### src/rtl/reg_pipe_if.sv
// Handshake bundle for reg_pipe: producer-side in_* and consumer-side out_* signals.
// The slave modport is the pipeline's view; master is the surrounding datapath's view.
interface reg_pipe_if #(
    parameter int WIDTH = 8
);
    logic             in_valid;
    logic             in_ready;
    logic [WIDTH-1:0] in_data;
    logic             out_valid;
    logic             out_ready;
    logic [WIDTH-1:0] out_data;

    modport slave (
        input  in_valid, in_data, out_ready,
        output in_ready, out_valid, out_data
    );

    modport master (
        output in_valid, in_data, out_ready,
        input  in_ready, out_valid, out_data
    );
endinterface

### src/rtl/reg_pipe.sv
// Elastic WIDTH x DEPTH register pipeline with valid/ready handshake and bubble collapsing.
// Optional occupancy port `count` is built when REG_PIPE_COUNT_EN is defined.
module reg_pipe #(
    parameter int WIDTH = 8,
    parameter int DEPTH = 3
) (
    input  logic                       clk,
    input  logic                       rst,
    input  logic                       flush,
    reg_pipe_if.slave                  p
`ifdef REG_PIPE_COUNT_EN
    ,
    output logic [$clog2(DEPTH+1)-1:0] count
`endif
);
    logic [DEPTH-1:0]            vld_q, vld_d;
    logic [DEPTH-1:0]            go, adv;
    logic [DEPTH-1:0][WIDTH-1:0] data_q, data_d;
    logic                        in_xfer;

    // Ready chain runs from the output back to stage 0, so a full pipe still
    // accepts a word in the same cycle its head word leaves.
    always_comb begin
        adv            = '0;
        go             = '0;
        adv[DEPTH-1]   = vld_q[DEPTH-1] & p.out_ready;
        go[DEPTH-1]    = ~vld_q[DEPTH-1] | adv[DEPTH-1];
        for (int i = DEPTH - 2; i >= 0; i--) begin
            adv[i] = vld_q[i] & go[i+1];
            go[i]  = ~vld_q[i] | adv[i];
        end
    end

    assign p.in_ready = go[0] & ~flush;
    assign in_xfer    = p.in_valid & p.in_ready;

    always_comb begin
        vld_d  = vld_q;
        data_d = data_q;
        if (flush) begin
            vld_d = '0;
        end else begin
            if (go[0]) begin
                vld_d[0] = in_xfer;
                if (in_xfer) data_d[0] = p.in_data;
            end
            // Bubbles move forward as vld=0 but never overwrite a stage's data.
            for (int i = 1; i < DEPTH; i++) begin
                if (go[i]) begin
                    vld_d[i] = vld_q[i-1];
                    if (vld_q[i-1]) data_d[i] = data_q[i-1];
                end
            end
        end
    end

    always_ff @(posedge clk) begin
        if (rst) begin
            vld_q  <= '0;
            data_q <= '0;
        end else begin
            vld_q  <= vld_d;
            data_q <= data_d;
        end
    end

    assign p.out_valid = vld_q[DEPTH-1];
    assign p.out_data  = data_q[DEPTH-1];

`ifdef REG_PIPE_COUNT_EN
    localparam int CW = $clog2(DEPTH + 1);

    logic          out_xfer;
    logic [CW-1:0] count_q, count_d;

    assign out_xfer = vld_q[DEPTH-1] & p.out_ready;

    always_comb begin
        count_d = count_q;
        if (flush)                    count_d = '0;
        else if (in_xfer & ~out_xfer) count_d = count_q + CW'(1);
        else if (~in_xfer & out_xfer) count_d = count_q - CW'(1);
    end

    always_ff @(posedge clk) begin
        if (rst) count_q <= '0;
        else     count_q <= count_d;
    end

    assign count = count_q;
`endif
endmodule

### src/flat_wrapper.sv
// flat-port wrapper written by rule: the top's interface ports become plain ports
module reg_pipe_flat 
#(
    parameter int WIDTH = 8,
    parameter int DEPTH = 3
)
  (clk, rst, flush, p_in_valid, p_in_data, p_out_ready, p_in_ready, p_out_valid, p_out_data);
  reg_pipe_if #(.WIDTH(WIDTH)) p_i ();
  input  logic clk;
  input  logic rst;
  input  logic flush;
  input wire logic [$bits(p_i.in_valid)-1:0] p_in_valid;
  input wire logic [$bits(p_i.in_data)-1:0] p_in_data;
  input wire logic [$bits(p_i.out_ready)-1:0] p_out_ready;
  output wire logic [$bits(p_i.in_ready)-1:0] p_in_ready;
  output wire logic [$bits(p_i.out_valid)-1:0] p_out_valid;
  output wire logic [$bits(p_i.out_data)-1:0] p_out_data;
  assign p_i.in_valid = p_in_valid;
  assign p_i.in_data = p_in_data;
  assign p_i.out_ready = p_out_ready;
  assign p_in_ready = p_i.in_ready;
  assign p_out_valid = p_i.out_valid;
  assign p_out_data = p_i.out_data;
  reg_pipe #(.WIDTH(WIDTH), .DEPTH(DEPTH)) u_core (.clk(clk), .rst(rst), .flush(flush), .p(p_i));
endmodule
### config.mk
export PLATFORM = sky130hd
export DESIGN_NAME = reg_pipe_flat
export DESIGN_NICKNAME = d
export VERILOG_FILES = /design/src/rtl/reg_pipe_if.sv /design/src/rtl/reg_pipe.sv /design/src/flat_wrapper.sv
export SDC_FILE = /design/constraint.sdc
export NUM_CORES = 1
export LEC_CHECK = 0
export BUFFER_PORTS_ARGS = -buffer_cell sky130_fd_sc_hd__buf_4
export CORE_ASPECT_RATIO = 0.7
export CORE_MARGIN = 2
export CORE_UTILIZATION = 40
export DETAILED_ROUTE_END_ITERATION = 16
export MAX_ROUTING_LAYER = met4
export PLACE_DENSITY = 0.7
export SLEW_MARGIN = 20
export SYNTH_ARGS = -nofsm -noshare
export SYNTH_HDL_FRONTEND = slang
export SYNTH_SLANG_ARGS = --single-unit
### constraint.sdc
create_clock -name clk -period 2.49 [get_ports clk]
set_input_delay 0.498 -clock clk [delete_from_list [all_inputs] [get_ports clk]]
set_output_delay 0.498 -clock clk [all_outputs]
set_load 0.02 [all_outputs]
==> results.cfg <==
[routing]
drt-pass1-iter-count = 4
antenna_left = 0
drt-initial-drc-count = 62
vias_per_cell = 5.09
wl_per_cell_um = 12.9
wirelength_mm = 2.19
route.detailed.drc = 0
vias = 860

[sta]
relSlewSlack_pct = 58.7
period_needed_ns = 1.83
tns_ns = 0
setup_viol = 0
tightest_slew_ns = 0.620
finalHoldViolCount = 0
period_share_pct = 73.7
rsz0062_at_grt = no
finClkSkew_ns = 0.00527
fmax_ghz = 0.545
drv_slew = 0

[cells_and_area]
diodes = 0
nets = 147
final_cell_mix = dfxtp_1 (27), nand2b_1 (26), buf_4 (22), mux2i_1 (16), a21oi_1 (9)
fill_cells = 282
layout_commonest_cell = dfxtp_1
multiInputGateArea_um2 = 547
ff_latch_area_um2 = 541
areaGrowthSynthToFinish_pct = 13.6
drive_gt1_share_pct = 21.1
stdcell_area_um2 = 1350
final_util_pct = 48.2

[grt]
grt_pass1_vias = 781
grt_pass1_wl_mm = 3.62
grt_max_degree = 36
track_usage_pct = 13.7
antenna_found_initial = 0
overflow = 0

[worst_setup_path]
r2r_start = u_core.vld_q[2]$_SDFFE_PP0P_
crit_type = register to output pin
end_kind = output pin
setup.worst_path.start_class = register
r2r_cells = 3
rrSetupSlack_ns = 1.02
crit_arrival_ns = 1.34
crit_path_max_fanout = 15
r2r-end = u_core.data_q[7]$_SDFFE_PP0P_
crit_required_ns = 1.99

[clock_network]
root_buffer = clkbuf_8
post-cts-setup-buffers = 0
cts_buffers = 3
cts-resized-gates = 0
clockBufferDepth = 2
cts_sinks = 27
cts_tree = yes
cts.htree.levels = 1
clock_latency_ns = 0.27
clkTransAtPathRegs_ns = 0.09
holdBufCountCts = 0

[logic_synthesis]
synth.yosys.seq_area_share_pct = 45.5
synth_cell_type_count = 19
postSynthAreaPerCell_um2 = 9.66
synth_seq_cells = 27
ys_warn_count = 0
yosys.area.top_type = dfxtp_1
mappedNetlistArea_um2 = 1190
synth_area_leaders = dfxtp_1 (45%), nand2b_1 (14%), mux2i_1 (13%)
synth_top_area_share_pct = 45.5
synthCells = 123
synth_nets = 136

[placed_design]
dp_hpwl_mm = 1.59
globalplace.congestion = 0.810
placed_area_um2 = 1310
portBuffers = 22

[die]
die_h_um = 49.6
die-area_um2 = 3430
start_util_pct = 42.4
core-area_um2 = 2800
die_w_um = 69.2
io_pins = 23
row_count = 16

[pwr]
powerDensity_nw_per_um2 = 552
p_leak_uw = 0.000514
vdd_drop_max_v = 0.000247

[worst_hold_path]
hold_start = flush
hp-class = input port to register
hold_end = u_core.vld_q[0]$_SDFFE_PP0N_
hold_depth = 2

[outcome]
status = completed

[run]
drv_cap = 0
[stage by stage]
step | setup slack [ns] | hold WS [ns] | instances | power, uW
global route | 0.543 | 0.477 | 169 | 784
global placement | 0.780 | 0.464 | 165 | 511
detailed placement | 0.735 | 0.467 | 165 | 513
floorplan | 0.808 | 0.444 | 123 | 490
CTS | 0.647 | 0.474 | 169 | 753
finish | 0.656 | 0.480 | 169 | 746
[Yosys cell counts]
library cell,instances
mux2i_1,16
a311oi_4,1
a211o_1,1
nor2_1,1
a31oi_1,2
buf_2,2
nor2b_4,1
nand3_1,8
a21oi_1,9
nor3_1,3
o21ai_0,8
nand2b_1,26
clkbuf_2,1
nor2b_1,1
inv_1,2
dfxtp_1,27
clkbuf_1,5
a211oi_2,1
buf_4,8
[sequential cells by signal, indices dropped and copies added, names as in the netlist]
name,flops
u_core.data_q,16
u_core.p.out_data,8
u_core.vld_q,3
[layout make-up]
cell class,count,area share [%]
tap,36,3.34
clock buffer,4,3.34
multi-input combinational,78,40.5
sequential,27,40.0
inverter,2,0.556
timing repair buffer,22,12.2
[layer usage]
layer | vias up | share of wire [%] | track usage [%]
met5 | - | 0 | -
met4 | 0 | 0.55 | 2.94
met3 | 2 | 5.8 | 4.29
met2 | 25 | 49 | 21.2
met1 | 405 | 45 | 17.8
li1 | 428 | - | -
[critical path: stages, from the launching register on]
cell and delay, ns:
dfxtp_1 0.36, nor2b_4 0.37, a31oi_1 0.15, buf_4 0.18
[worst max-delay path by stage]
stage / start / to / cells past startpoint
floorplan: u_core.vld_q[2]$_SDFFE_PP0P_ / p_in_ready / 3
global placement: p_out_ready / p_in_ready / 4
detailed placement: p_out_ready / p_in_ready / 4
CTS: u_core.vld_q[2]$_SDFFE_PP0P_ / p_in_ready / 3
global route: u_core.vld_q[2]$_SDFFE_PP0P_ / p_in_ready / 3
finish: u_core.vld_q[2]$_SDFFE_PP0P_ / p_in_ready / 3
[cell families after synthesis]
kind of cell	after synthesis	synth area share, %
simple gates	40	20.3
flops	27	45.5
compound gates	22	12.2
buf+inv	18	8.53
mux	16	13.5
[where the power goes]
group / switching, uW / internal, uW
logic: 26.4 / 31.3
clock network: 129 / 115
registers: 4.17 / 440
Power figures use the tool's default switching activity.
